File: src/rtl/doa_filter_pkg.sv
// doa_filter_pkg
//   Shared definitions for the DOA smoothing filter:
//   - state_t   : filter occupancy state (EMPTY, FILL, LOCKED)
//   - DOA_MIN/MAX : legal DOA range in degrees
//   - SEG_*     : active-low 7-segment patterns, bit order {g,f,e,d,c,b,a}
package doa_filter_pkg;

    typedef enum logic [1:0] {
        EMPTY  = 2'd0,
        FILL   = 2'd1,
        LOCKED = 2'd2
    } state_t;

    localparam int DOA_MIN = -90;
    localparam int DOA_MAX = 90;

    localparam logic [6:0] SEG_0     = 7'h40;
    localparam logic [6:0] SEG_1     = 7'h79;
    localparam logic [6:0] SEG_2     = 7'h24;
    localparam logic [6:0] SEG_3     = 7'h30;
    localparam logic [6:0] SEG_4     = 7'h19;
    localparam logic [6:0] SEG_5     = 7'h12;
    localparam logic [6:0] SEG_6     = 7'h02;
    localparam logic [6:0] SEG_7     = 7'h78;
    localparam logic [6:0] SEG_8     = 7'h00;
    localparam logic [6:0] SEG_9     = 7'h10;
    localparam logic [6:0] SEG_MINUS = 7'h3F;
    localparam logic [6:0] SEG_BLANK = 7'h7F;

endpackage

File: src/rtl/doa_filter_seg7_digit.sv
// seg7_digit
//   Decimal digit to active-low 7-segment pattern ({g,f,e,d,c,b,a}).
//   Only built when DOA_FILTER_SEG_EN is defined, since the display path
//   is the sole user.
//   Ports:
//     digit : in  4  decimal digit 0..9 (other codes show blank)
//     seg   : out 7  active-low segment pattern
`ifdef DOA_FILTER_SEG_EN
module seg7_digit
    import doa_filter_pkg::*;
(
    input  logic [3:0] digit,
    output logic [6:0] seg
);

    always_comb begin
        case (digit)
            4'd0:    seg = SEG_0;
            4'd1:    seg = SEG_1;
            4'd2:    seg = SEG_2;
            4'd3:    seg = SEG_3;
            4'd4:    seg = SEG_4;
            4'd5:    seg = SEG_5;
            4'd6:    seg = SEG_6;
            4'd7:    seg = SEG_7;
            4'd8:    seg = SEG_8;
            4'd9:    seg = SEG_9;
            default: seg = SEG_BLANK;
        endcase
    end

endmodule
`endif

File: src/rtl/doa_filter.sv
// doa_filter
//   Temporal smoothing of the per-frame DOA estimate: moving average over
//   DEPTH accepted frames with range rejection, outlier rejection while
//   LOCKED, and a flush/re-seed after REJ_LIMIT consecutive outliers.
//   Two-stage pipeline: S1 registers the sample and decides accept/reject,
//   S2 updates window/sum/pointer and the output; out_valid follows
//   in_valid by two cycles.
//   Optional build macro DOA_FILTER_SEG_EN adds registered 7-segment outputs.
//   Ports:
//     clk        : in  1  system clock
//     rst_n      : in  1  synchronous active-low reset
//     in_valid   : in  1  doa_in strobe
//     doa_in     : in  8  signed DOA estimate
//     clear      : in  1  synchronous flush (priority over in_valid)
//     out_valid  : out 1  doa_avg / flags updated
//     doa_avg    : out 8  signed smoothed DOA
//     sample_rej : out 1  last sample rejected (qualified by out_valid)
//     locked     : out 1  window full
//     fill_cnt   : out clog2(DEPTH)+1  valid window entries
//     reject_cnt : out 8  total rejections, saturating
//     seg2/1/0   : out 7  sign, tens, ones (DOA_FILTER_SEG_EN only)
module doa_filter
    import doa_filter_pkg::*;
#(
    parameter int DEPTH     = 8,
    parameter int MAX_STEP  = 30,
    parameter int REJ_LIMIT = 4
) (
    input  logic                    clk,
    input  logic                    rst_n,
    input  logic                    in_valid,
    input  logic signed [7:0]       doa_in,
    input  logic                    clear,
    output logic                    out_valid,
    output logic signed [7:0]       doa_avg,
    output logic                    sample_rej,
    output logic                    locked,
    output logic [$clog2(DEPTH):0]  fill_cnt,
    output logic [7:0]              reject_cnt
`ifdef DOA_FILTER_SEG_EN
    ,
    output logic [6:0]              seg2,
    output logic [6:0]              seg1,
    output logic [6:0]              seg0
`endif
);

    localparam int LOG_D = $clog2(DEPTH);
    localparam int SUM_W = 8 + LOG_D;
    localparam int CNT_W = LOG_D + 1;
    localparam int CON_W = $clog2(REJ_LIMIT + 1);
    localparam logic signed [7:0] LO = 8'(DOA_MIN);
    localparam logic signed [7:0] HI = 8'(DOA_MAX);

    // Round-half-up divide by DEPTH; floor semantics for negative sums.
    function automatic logic signed [7:0] round_avg(input logic signed [SUM_W-1:0] s);
        logic signed [SUM_W:0] t;
        t = (SUM_W+1)'(s) + (SUM_W+1)'(DEPTH / 2);
        t = t >>> LOG_D;
        return t[7:0];
    endfunction

    function automatic logic [7:0] sat_inc8(input logic [7:0] c);
        return (c == 8'hFF) ? c : c + 8'd1;
    endfunction

    state_t                   state;
    logic                     vld_p1;
    logic signed [7:0]        doa_p1;
    logic [LOG_D-1:0]         ptr;
    logic signed [SUM_W-1:0]  sum;
    logic [CON_W-1:0]         consec;
    logic signed [7:0]        win [DEPTH];

    logic                     take;
    logic signed [8:0]        diff;
    logic signed [8:0]        dmag;
    logic                     out_range;
    logic                     outlier;
    logic                     do_flush;
    logic                     do_rej;
    logic signed [7:0]        oldest;
    logic signed [SUM_W-1:0]  sum_acc;
    logic [CNT_W-1:0]         fill_nxt;

    // A new sample is only taken when both stages are empty.
    assign take   = in_valid && !vld_p1 && !out_valid && !clear;
    assign locked = (state == LOCKED);

    // ---- S0 -> S1: capture sample ----
    always_ff @(posedge clk) begin
        if (take) begin
            doa_p1 <= doa_in;
        end
    end

    // S1 decision, evaluated against the state left by the previous sample.
    always_comb begin
        diff      = 9'(doa_p1) - 9'(doa_avg);
        dmag      = diff[8] ? -diff : diff;
        out_range = (doa_p1 < LO) || (doa_p1 > HI);
        outlier   = (state == LOCKED) && (dmag > 9'(MAX_STEP));
        do_flush  = !out_range && outlier && (consec == CON_W'(REJ_LIMIT - 1));
        do_rej    = out_range || (outlier && !do_flush);
        oldest    = (state == LOCKED) ? win[ptr] : 8'sd0;
        sum_acc   = sum + SUM_W'(doa_p1) - SUM_W'(oldest);
        fill_nxt  = (fill_cnt == CNT_W'(DEPTH)) ? fill_cnt : fill_cnt + CNT_W'(1);
    end

    // ---- S1 -> S2: window storage (data only, never read before written) ----
    always_ff @(posedge clk) begin
        if (rst_n && !clear && vld_p1 && !do_rej) begin
            win[do_flush ? LOG_D'(0) : ptr] <= doa_p1;
        end
    end

    // ---- S1 -> S2: control, sum and outputs ----
    always_ff @(posedge clk) begin
        if (!rst_n) begin
            vld_p1     <= 1'b0;
            out_valid  <= 1'b0;
            doa_avg    <= '0;
            sample_rej <= 1'b0;
            state      <= EMPTY;
            fill_cnt   <= '0;
            reject_cnt <= '0;
            ptr        <= '0;
            sum        <= '0;
            consec     <= '0;
        end else if (clear) begin
            vld_p1    <= 1'b0;
            out_valid <= 1'b0;
            doa_avg   <= '0;
            state     <= EMPTY;
            fill_cnt  <= '0;
            ptr       <= '0;
            sum       <= '0;
            consec    <= '0;
        end else begin
            vld_p1    <= take;
            out_valid <= vld_p1;
            if (vld_p1) begin
                if (do_flush) begin
                    sum        <= SUM_W'(doa_p1);
                    fill_cnt   <= CNT_W'(1);
                    ptr        <= LOG_D'(1);
                    state      <= FILL;
                    doa_avg    <= doa_p1;
                    sample_rej <= 1'b0;
                    consec     <= '0;
                end else if (do_rej) begin
                    reject_cnt <= sat_inc8(reject_cnt);
                    sample_rej <= 1'b1;
                    // Range rejects do not count toward the re-seed limit.
                    if (!out_range) begin
                        consec <= consec + CON_W'(1);
                    end
                end else begin
                    sum        <= sum_acc;
                    ptr        <= ptr + LOG_D'(1);
                    fill_cnt   <= fill_nxt;
                    consec     <= '0;
                    sample_rej <= 1'b0;
                    if (fill_nxt == CNT_W'(DEPTH)) begin
                        state   <= LOCKED;
                        doa_avg <= round_avg(sum_acc);
                    end else begin
                        state   <= FILL;
                        doa_avg <= doa_p1;
                    end
                end
            end
        end
    end

`ifdef DOA_FILTER_SEG_EN
    logic [7:0] mag;
    logic [3:0] tens;
    logic [3:0] ones;
    logic [6:0] pat1;
    logic [6:0] pat0;

    assign mag  = doa_avg[7] ? 8'(-doa_avg) : 8'(doa_avg);
    assign tens = 4'(mag / 8'd10);
    assign ones = 4'(mag % 8'd10);

    seg7_digit u_tens (.digit(tens), .seg(pat1));
    seg7_digit u_ones (.digit(ones), .seg(pat0));

    // ---- S2 -> S3: display registers ----
    always_ff @(posedge clk) begin
        if (!rst_n) begin
            seg2 <= SEG_BLANK;
            seg1 <= SEG_BLANK;
            seg0 <= SEG_BLANK;
        end else if (out_valid) begin
            seg2 <= doa_avg[7] ? SEG_MINUS : SEG_BLANK;
            seg1 <= pat1;
            seg0 <= pat0;
        end
    end
`endif

endmodule

File: config.mk
export PLATFORM = sky130hd
export DESIGN_NAME = doa_filter
export DESIGN_NICKNAME = d
export VERILOG_FILES = /design/src/rtl/doa_filter_pkg.sv /design/src/rtl/doa_filter_seg7_digit.sv /design/src/rtl/doa_filter.sv
export SDC_FILE = /design/constraint.sdc
export NUM_CORES = 1
export LEC_CHECK = 0
export CORE_UTILIZATION = 38
export CTS_BUF_LIST = sky130_fd_sc_hd__clkbuf_2 sky130_fd_sc_hd__clkbuf_4 sky130_fd_sc_hd__clkbuf_8
export DETAILED_ROUTE_END_ITERATION = 10
export DONT_BUFFER_PORTS = 1
export GPL_ROUTABILITY_DRIVEN = 0
export SYNTH_ARGS = -nofsm -noshare
export SYNTH_HDL_FRONTEND = slang
export SYNTH_SLANG_ARGS = --single-unit
File: constraint.sdc
create_clock -name clk -period 5.35 [get_ports clk]
set_input_delay 1.07 -clock clk [delete_from_list [all_inputs] [get_ports clk]]
set_output_delay 1.07 -clock clk [all_outputs]
set_load 0.02 [all_outputs]
* Word level (Yosys, flattened, before mapping) *
Memory sizes are Yosys's and may differ from the RTL's. A register that Yosys moved wholly into a read port is not among the register bits.
Cells that the tools add are included.

word-level totals
  output and inout port bits = 23
  word-level logic and storage cells = 83
  bits in registers = 50
  memory bits (writable) = 64
  bits of input ports = 12
  memories kept = 1

operators by class
  add/sub/neg operators = 9
  reductions and logical operators = 23
  equality and inequality tests = 7
  muxes and demuxes = 25
  magnitude comparators = 3
  bitwise logic cells = 4

memory list
  memory  words  bits a word  read ports  clocked after memory_dff  write ports  RTL line          text
  win     8      8            1           1                         1            doa_filter.sv:73  logic signed [7:0] win [DEPTH];

operator list
  operator                                                                          count
  8-bit two-way mux                                                                 4
  3-bit two-way mux                                                                 8
  11-bit two-way mux                                                                2
  4-bit two-way mux                                                                 3
  11-bit by 4-bit adder with 11-bit output (second input constant)                  1
  11-bit by 8-bit adder with 11-bit output                                          1
  11-bit by 8-bit subtractor with 11-bit output                                     1
  1-bit logical AND                                                                 10
  9-bit by 6-bit greater-than comparator with 1-bit output (second input constant)  1
  9-bit two-way mux                                                                 1
  9-bit negator                                                                     1
  8-bit by 8-bit subtractor with 9-bit output                                       1
  8-bit by 1-bit adder with 8-bit output (second input constant)                    1
  4-bit equality test (second input constant)                                       2
  8-bit equality test (second input constant)                                       1
  8-bit greater-than comparator (second input constant)                             1
  8-bit less-than comparator (second input constant)                                1
  3-bit by 1-bit adder with 3-bit output (second input constant)                    2
  1-bit logical NOT                                                                 6
  2-bit two-way mux                                                                 3
  2-bit AND reduction                                                               3
  5-bit AND reduction                                                               1
  4-bit by 1-bit adder with 4-bit output (second input constant)                    1
  1-bit two-way mux                                                                 4
  7 further kinds                                                                   11

* Depth between registers and ports, before layout *
Gate-level depths: netlist (run 1).

  depth in word-level cells = 14
  mapped depth = 20
  depth with buffers taken out = 18

* Least setup slack after synthesis (run 1) *
Ideal clock, no wire load.

  kind = register to register
  start point = register with a tool-made name
  end point = register doa_avg[7]
  period minus slack after synthesis = 4784 ps
  buffers on the path = 2
  cell stages (with the launch flop) = 19
  required time = 5217 ps
  data arrival time = 4652 ps
  path slack = 566 ps
  library setup time = 133 ps
  cell sequence = dfxtp_1 -> clkbuf_1 -> buf_1 -> mux4_2 -> mux2i_1 -> nor2_1 -> fa_1 -> inv_1 -> ha_1 -> a211oi_1 -> nor2_1 -> o31ai_1 -> a21oi_1 -> or4b_2 -> nand4_1 -> nand3_1 -> xnor2_1 -> mux2i_1 -> a21oi_1

RTL lines
  what                  RTL line           text
  to (signal assigned)  doa_filter.sv:148  doa_avg <= doa_p1;
  to (signal assigned)  doa_filter.sv:166  doa_avg <= round_avg(sum_acc);
  to (signal assigned)  doa_filter.sv:169  doa_avg <= doa_p1;
  to (decl)             doa_filter.sv:35   output logic signed [7:0] doa_avg,

* Worst setup path after layout (run 1) *
  start point = register doa_avg[0]
  end point = memory win[0][5] (enable)

on the way
  word-level cells in the longest chain between the ends = 14
  elaborated cells on any way between the ends = 15
  classes of those cells = add/sub (2); order compare (1); mux (4); reduce/logical (8)

RTL lines
  what                                                        RTL line           text
  8-bit by 8-bit subtractor with 9-bit output *               doa_filter.sv:99   diff = 9'(doa_p1) - 9'(doa_avg);
  9-bit negator                                               doa_filter.sv:100  dmag = diff[8] ? -diff : diff;
  9-bit two-way mux *                                         doa_filter.sv:100
  9-bit by 6-bit greater-than comparator with 1-bit output *  doa_filter.sv:102  outlier = (state == LOCKED) && (dmag > 9'(MAX_STEP));
  1-bit logical AND *                                         doa_filter.sv:102
  1-bit logical AND (2 in series)                             doa_filter.sv:103  do_flush = !out_range && outlier && (consec == CON_W'(REJ_LIMIT - 1));
  1-bit logical NOT                                           doa_filter.sv:104  do_rej = out_range || (outlier && !do_flush);
  1-bit logical AND                                           doa_filter.sv:104
  1-bit logical OR                                            doa_filter.sv:104
  1-bit logical NOT                                           doa_filter.sv:112  if (rst_n && !clear && vld_p1 && !do_rej) begin
  1-bit logical AND                                           doa_filter.sv:112
  1-bit two-way mux                                           doa_filter.sv:112
  1-bit two-way mux                                           doa_filter.sv:113  win[do_flush ? LOG_D'(0) : ptr] <= doa_p1;
  to (decl)                                                   doa_filter.sv:73

Mark *: on every way between the ends. The rest lies on a longest branch, timed or not.

==> reports/summary.txt, run 1 <==
=================================================================================================
Most common cell after layout, fill and taps aside                                   sky130_fd_sc_hd__edfxtp_1
Data required time of the worst path                                                      5410 ps
Synthesized cell area                                                                    6332 um2
Core box area                                                                           16060 um2
Signal arrival time at the worst endpoint                                                 4580 ps
Final standard cell utilization of the core                                                43.90%
Clock buffers created by TritonCTS                                                             17
Count of nets left with antenna violations after detail routing                                 0
Final clock period utilization by the worst path                                           84.49%
Clock root buffer                                                                    sky130_fd_sc_hd__clkbuf_8
Synthesis-to-layout area growth                                                            11.32%
Overflow left after global routing                                                              0
Post-CTS Repair Setup Buffers                                                                   0
Gr usage total                                                                             18.19%
EDFF count, synth                                                                              72
Async SR Flop Fraction                                                                         0%
Hold WS                                                                                  490.0 ps
Outcome                                                                              finished clean
Number of levels the H-tree was split into                                                      4
Number of iterations in the first detailed-routing pass                                         5
IO buf count                                                                                    0
Height of the die                                                                        131.1 um
Die Wd                                                                                   131.1 um
Cell total after placement                                                                    784
Global-route wire length before repair                                                   22.82 mm
Hold crit path type                                                                       reg2reg
Via total after detailed routing                                                             4295
Average wire length per cell after detail routing                                        17.53 um
Residual DRC count                                                                              0
Starting density of the core                                                               39.43%
Peak supply drop                                                                        0.1348 mV
Minimum clock period after layout                                                         4520 ps
Ordered cell list for the critical path                                              ha_1 > inv_1 > fa_1 > a21o_1 > a21oi_1 > xnor2_1 > nor3_1 > or4b_4 > a211oi_1 > o2bb2ai_2 > nand2_1 > nor2_1
Top area cells in the synthesized netlist                                            sky130_fd_sc_hd__edfxtp_1, sky130_fd_sc_hd__dfxtp_1, sky130_fd_sc_hd__mux4_2, sky130_fd_sc_hd__ha_1, sky130_fd_sc_hd__mux2i_1
Synth Area per Inst                                                                     11.15 um2
Total chip power                                                                         1.967 mW
TritonCTS sink count                                                                          117
Critical-path maximum fanout                                                                   15
Number of maximum-capacitance violations                                                        0
Fraction of synthesized cell area taken by the top area cell type                          34.14%
Static Leakage                                                                           2.501 nW
Ratio of cells with drive above 1 in the final layout                                      13.17%
Floorplan row count                                                                            46
Post-Syn Instances                                                                            568
Die outline area                                                                        17180 um2
Top cell type by total area after synthesis                                          sky130_fd_sc_hd__edfxtp_1
Post-route insts no fill                                                                      816
Cell with the largest stage delay on the worst path                                  sky130_fd_sc_hd__nor2_1
Final Setup Violations                                                                          0
Worst path bufs/invs                                                                            1
Number of DRC markers in iteration 0                                                          327
Commonest register cell after synthesis                                              sky130_fd_sc_hd__edfxtp_1
Part of the Yosys area used for sequential elements                                        48.37%
Slew at the pin with the worst max-slew slack                                            913.4 ps
Number of storage elements in the synthesis netlist                                           117
Vias in the first global route                                                               4325
Setup repair after global routing missed its margin                                            no
Most frequent cells in the layout                                                    sky130_fd_sc_hd__edfxtp_1, sky130_fd_sc_hd__inv_1, sky130_fd_sc_hd__nor2_1
Total count of hold-check failures in the final report                                          0
Clock tree from TritonCTS                                                                    done
Hold buffers post-CTS                                                                           0
Pin count of the biggest net entering global routing                                           30
Total Routed Length                                                                      14.30 mm
Post-detailed-route via-to-cell ratio                                                       5.263
Initial antenna violation count                                                                 0
Family with the most delay on the worst path                                         simple AND/OR/NAND/NOR gates
Detailed-placement wirelength estimate                                                   10.37 mm
Source-to-sink clock delay at the later pin of the worst-skew pair                         430 ps
Worst Setup Start Kind                                                                       flop
Number of distinct library cell variants in the gate-level netlist after synthesis             60
Post-CTS resize count                                                                           0
Number of placed I/O pins                                                                      35
Number of diodes added for antenna fixing                                                       0
Total power divided by cell area                                                     279.1 nW/um2
Number of buffers between clock root and the deepest sink                                       2
Warnings from Yosys                                                                             0
Register clock-pin slew on the reported worst setup and hold paths                          70 ps
Layout Nets                                                                                   638
Peak clock frequency supported by timing                                               0.2212 GHz
Delay of the slowest cell on the worst path                                                620 ps
Nets in the synthesized netlist                                                               619
Accumulated negative setup slack                                                             0 ps
Worst clock skew                                                                         13.61 ps
Final Max Tran Viols                                                                            0
Type of the setup path with the least slack                                               reg2reg
Endpoint class of the critical path                                                          flop
Reg2Reg Setup Slack                                                                        830 ps
Slew margin rel.                                                                           38.95%
=================================================================================================
==> flip-flops by register name, indices dropped and copies added, names as in the netlist, named ones only <==
signal,count
vld_p1,1
state,2
doa_avg,8
consec,3
reject_cnt,8
win,64
fill_cnt,4
ptr,3
sum,11
out_valid,1
sample_rej,1
doa_p1,8
==> worst paths after layout <==
kind / from / endpoint / cells after the start
setup reg to reg: doa_avg[0] / win[0][5] / 12
hold / removal: sum[10] / sum[10] / 2
setup / recovery: doa_avg[0] / win[0][5] / 12
hold reg to reg: sum[10] / sum[10] / 2
==> worst reg2reg max path: cells and delay by family (launching register included) <==
family	cells	cell delay, ps
compound gates	4	1050
xor+xnor	1	250
fa+ha+maj	2	610
buf+inv	1	50
flops	1	490
simple gates	4	1710
==> cell usage after synthesis, types with 2 or more instances <==
| library cell | instances |
|---|---|
| sky130_fd_sc_hd__a211oi_1 | 8 |
| sky130_fd_sc_hd__a21boi_0 | 2 |
| sky130_fd_sc_hd__a21o_1 | 4 |
| sky130_fd_sc_hd__a21oi_1 | 26 |
| sky130_fd_sc_hd__a21oi_4 | 2 |
| sky130_fd_sc_hd__a22oi_1 | 2 |
| sky130_fd_sc_hd__a31oi_1 | 4 |
| sky130_fd_sc_hd__and2_1 | 2 |
| sky130_fd_sc_hd__and3_1 | 7 |
| sky130_fd_sc_hd__buf_1 | 2 |
| sky130_fd_sc_hd__buf_2 | 4 |
| sky130_fd_sc_hd__buf_4 | 2 |
| sky130_fd_sc_hd__buf_6 | 2 |
| sky130_fd_sc_hd__clkbuf_1 | 9 |
| sky130_fd_sc_hd__dfxtp_1 | 45 |
| sky130_fd_sc_hd__edfxtp_1 | 72 |
| sky130_fd_sc_hd__fa_1 | 11 |
| sky130_fd_sc_hd__ha_1 | 28 |
| sky130_fd_sc_hd__inv_1 | 58 |
| sky130_fd_sc_hd__mux2i_1 | 35 |
| sky130_fd_sc_hd__mux4_2 | 16 |
| sky130_fd_sc_hd__nand2_1 | 32 |
| sky130_fd_sc_hd__nand2b_1 | 14 |
| sky130_fd_sc_hd__nand3_1 | 13 |
| sky130_fd_sc_hd__nand3b_1 | 6 |
| sky130_fd_sc_hd__nand4_1 | 2 |
| sky130_fd_sc_hd__nand4b_1 | 2 |
| sky130_fd_sc_hd__nor2_1 | 51 |
| sky130_fd_sc_hd__nor2b_1 | 4 |
| sky130_fd_sc_hd__nor3_1 | 10 |
| sky130_fd_sc_hd__nor4_1 | 5 |
| sky130_fd_sc_hd__nor4b_1 | 2 |
| sky130_fd_sc_hd__o21a_1 | 4 |
| sky130_fd_sc_hd__o21ai_0 | 22 |
| sky130_fd_sc_hd__o22ai_1 | 10 |
| sky130_fd_sc_hd__o31ai_1 | 5 |
| sky130_fd_sc_hd__xnor2_1 | 13 |
| sky130_fd_sc_hd__xor2_1 | 10 |
==> stage by stage <==
| stage | worst slack [ps] | area, um2 |
|---|---|---|
| floorplan | 565.9 | 6332 |
| global placement | 931.8 | 6661 |
| detailed placement | 817.6 | 6661 |
| CTS | 816.7 | 7049 |
| global route | 496.2 | 7049 |
| finish | 829.8 | 7049 |
==> cell families after synthesis <==
family | Yosys count | share of synthesized area [%]
AND/OR/NAND/NOR | 159 | 12.88
flip-flops | 117 | 48.37
AO/OA/AOI/OAI | 101 | 10.26
buffers and inverters | 78 | 5.078
multiplexers | 51 | 11.22
adder cells (fa/ha/maj) | 39 | 9.010
XOR/XNOR | 23 | 3.181
==> cell type report <==
| cell class | count | area (um2) |
|---|---|---|
| Multi-Input combinational cell | 373 | 2960 |
| Tap cell | 216 | 270.3 |
| Inverter | 58 | 217.7 |
| Clock inverter | 12 | 131.4 |
| Timing Repair Buffer | 20 | 150.1 |
| Sequential cell | 117 | 3063 |
| Clock buffer | 20 | 256.5 |
| Fill cell | 1499 | 9009 |
==> power breakdown <==
group	leakage (nW)	internal, mW	switching [mW]
clock network	0.189	0.428	0.359
registers	1.01	0.962	0.0102
logic	1.30	0.0809	0.128
total	2.50	1.47	0.496
==> routing by layer <==
layer / global-route usage (%) / wire, um / share of wire [%] / vias to the layer above
met1: 22.97 / 6397 / 45 / 2073
met2: 29.97 / 6910 / 48 / 124
met4: 5.544 / 112 / 0.78 / 0
met5: 0 / 0 / 0 / -
li1: - / - / - / 2088
met3: 5.519 / 882 / 6.2 / 10
Note: power is estimated with default switching activity, not from simulation.
==> run 2: changes to the inputs <==
==> constraint.sdc (replaced) <==
create_clock -name clk -period 3.8 [get_ports clk]
set_input_delay 0.76 -clock clk [delete_from_list [all_inputs] [get_ports clk]]
set_output_delay 0.76 -clock clk [all_outputs]
set_load 0.02 [all_outputs]
==> run 2 against run 1 <==
  * Sequential cell count unchanged
  * Power rose by 70%
  * Hold slack worse by 76 ps
  * The flow now finishes with violations (setup timing)
  * Critical endpoint is now doa_avg[7]
  * Via count up 8.4%
  * Critical path type unchanged
  * Cell area grew 19%
  * Non-clock buffer count up 70
  * Sequential power up 41%
  * Register-to-register slack worse by 930 ps
  * Wire length increased by 10%
  * Maximum frequency increased by 16%
  * Highest routed layer unchanged
  * Utilization grew 8.4 points
==> reports/summary.txt, run 2 (synthesis results as in run 1) <==
=================================================================================
Cell with the largest stage delay on the worst path                  sky130_fd_sc_hd__fa_1
Most common cell after layout, fill and taps aside                   sky130_fd_sc_hd__edfxtp_1
Total count of hold-check failures in the final report                          0   unchanged
TritonCTS sink count                                                          117   unchanged
Count of nets left with antenna violations after detail routing                 0   unchanged
Final Setup Violations                                                          4   +4
Height of the die                                                        131.1 um   unchanged
Largest register FFs                                                           64   unchanged
Gr usage total                                                             19.41%   +1.2 points
Critical-path maximum fanout                                                    8   -7
Detailed-placement wirelength estimate                                   11.11 mm   +7.1%
Slew at the pin with the worst max-slew slack                             1135 ps   +221.3 ps
Hold crit path type                                                        in2reg
Minimum clock period after layout                                         3902 ps   -618.1 ps
Average wire length per cell after detail routing                        17.82 um   +1.7%
Signal arrival time at the worst endpoint                                 4230 ps   -350 ps
Outcome                                                              complete, but fails checks
Number of levels the H-tree was split into                                      4   unchanged
Violations in the final reports                                      setup timing
Post-route insts no fill                                                      886   +8.6%
Hold buffers post-CTS                                                           0   unchanged
Total Routed Length                                                      15.79 mm   +10%
Worst Setup Start Kind                                                       flop
Vias in the first global route                                               4611   +6.6%
Die Wd                                                                   131.1 um   unchanged
FF-to-FF End                                                           doa_avg[7]
Delay of the slowest cell on the worst path                                570 ps   -50 ps
Ratio of cells with drive above 1 in the final layout                      32.54%   +19 points
Accumulated negative setup slack                                        -208.9 ps   -208.9 ps
Number of buffers between clock root and the deepest sink                       2   unchanged
Number of DRC markers in iteration 0                                          269   -18%
Core box area                                                           16060 um2   unchanged
IO buf count                                                                    0   unchanged
Reg2Reg Setup Slack                                                       -100 ps   -930 ps
Number of diodes added for antenna fixing                                       0   unchanged
Static Leakage                                                           3.072 nW   +23%
Register with the most flip-flops                                             win
Post-detailed-route via-to-cell ratio                                       5.254   -0.18%
Clock buffers created by TritonCTS                                             17   unchanged
Floorplan row count                                                            46   unchanged
Slew margin rel.                                                           24.16%   -15 points
Overflow left after global routing                                              0   unchanged
Clock tree from TritonCTS                                                    done
Endpoint class of the critical path                                          flop
Total area of sequential cells                                           3064 um2   about the same
Number of placed I/O pins                                                      35   unchanged
Clock root buffer                                                    sky130_fd_sc_hd__clkbuf_8
Cell total after placement                                                    837   +6.8%
Area taken by multi-input logic gates                                    3427 um2   +16%
Ordered cell list for the critical path                              buf_12 > mux4_2 > mux2i_4 > nor2_2 > fa_1 > inv_2 > ha_4 > a211oi_2 > nor2_2 > o31ai_4 > a21oi_2 > or4b_4 > nand4_1 > nand3_1 > xnor2_1 > mux2i_1 > a21oi_1
Final clock period utilization by the worst path                           102.7%   +18 points
Source-to-sink clock delay at the later pin of the worst-skew pair         440 ps   about the same
Peak clock frequency supported by timing                               0.2563 GHz   +16%
Register clock-pin slew on the reported worst setup and hold paths          70 ps   about the same
Setup repair after global routing missed its margin                           yes
Endpoint of the most critical setup path                               doa_avg[7]
Type of the setup path with the least slack                               reg2reg
Data required time of the worst path                                      4130 ps   -1280 ps
Library cell appearing most often on the critical path               sky130_fd_sc_hd__nor2_2
Residual DRC count                                                              0   unchanged
Biggest registers after layout                                       win (64), sum (11)
Synthesis-to-layout area growth                                            32.56%
Crit path setup slack, layout                                           -102.1 ps   -931.9 ps
Final standard cell utilization of the core                                52.28%   +8.4 points
Total power divided by cell area                                     399.0 nW/um2   +43%
Starting density of the core                                               39.43%   unchanged
Path depth of the worst reg2reg path                                           17   +5
Number of iterations in the first detailed-routing pass                         4   -1
Pin count of the biggest net entering global routing                           23   -23%
Number of maximum-capacitance violations                                        0   unchanged
Fill cells                                                                   1381   -7.9%
Initial antenna violation count                                                 0   unchanged
Via total after detailed routing                                             4655   +8.4%
Peak supply drop                                                        0.2456 mV   +82%
Layout Nets                                                                   708   +11%
Worst clock skew                                                         10.87 ps   -2.741 ps
Die outline area                                                        17180 um2   unchanged
Most frequent cells in the layout                                    sky130_fd_sc_hd__edfxtp_1, sky130_fd_sc_hd__buf_4, sky130_fd_sc_hd__inv_1
Global-route wire length before repair                                   24.21 mm   +6.1%
Final Max Tran Viols                                                            0   unchanged
=================================================================================
run 2: timing repair:
action,CTS,global route
endpoints found under the setup margin,50,77
pin swaps,24,26
cloned,0,2
resized for setup,30,57
buffers inserted,10,5
run 2: report_power, final:
group | internal [mW] | switching [mW]
registers | 1.35 | 0.0115
clock network | 0.997 | 0.521
logic | 0.227 | 0.239
run 2: final cells by class:
cell class                 count  share of cell area [%]
clock buffer                  19                   2.966
clock inverter                13                   3.294
inverter                      58                   2.594
multi-input combinational    373                   40.83
sequential                   117                   36.50
tap                          216                   3.220
timing repair buffer          90                   10.60
run 2: stage by stage:
stage          setup WS [ps]  hold WS, ps  power [mW]  cell area, um2
3_5_place_dp          -298.4        469.5       1.761            7283
4_1_cts               -143.2        383.0       3.312            8020
3_3_place_gp          -200.7        464.1       1.755            7283
6_report              -102.1        414.4       3.349            8394
5_1_grt               -301.8        376.0       3.469            8394
2_1_floorplan         -108.2        447.6       1.627            6480
run 2: worst max-delay path, delay by kind of cell (launching register included):
family	cells	cell delay [ps]
XOR/XNOR	1	140
AO/OA/AOI/OAI	4	660
multiplexers	3	850
AND/OR/NAND/NOR	5	840
flip-flops	1	350
buffers and inverters	2	190
adder cells (fa/ha/maj)	2	780
run 2: metal layers:
metal  wire (um)  up-vias  GRT usage (%)  part of all wire [%]
li1            -     2229              -                     -
met1        6862     2317          23.83                    43
met2        8005       89          32.77                    51
met3         627       20          5.154                   4.0
met4         293        0          7.235                   1.9
met5           0        -              0                     0
run 2: how the worst min path moves through the flow:
stage                    from        end  slack, ps  depth (start not counted)
floorplan              sum[1]     sum[1]        450                          2
CTS                 doa_in[4]  doa_p1[4]        380                          0
global route        doa_in[4]  doa_p1[4]        380                          0
detailed placement     sum[1]     sum[1]        470                          2
finish              doa_in[7]  doa_p1[7]        410                          0
global placement       sum[1]     sum[1]        460                          2
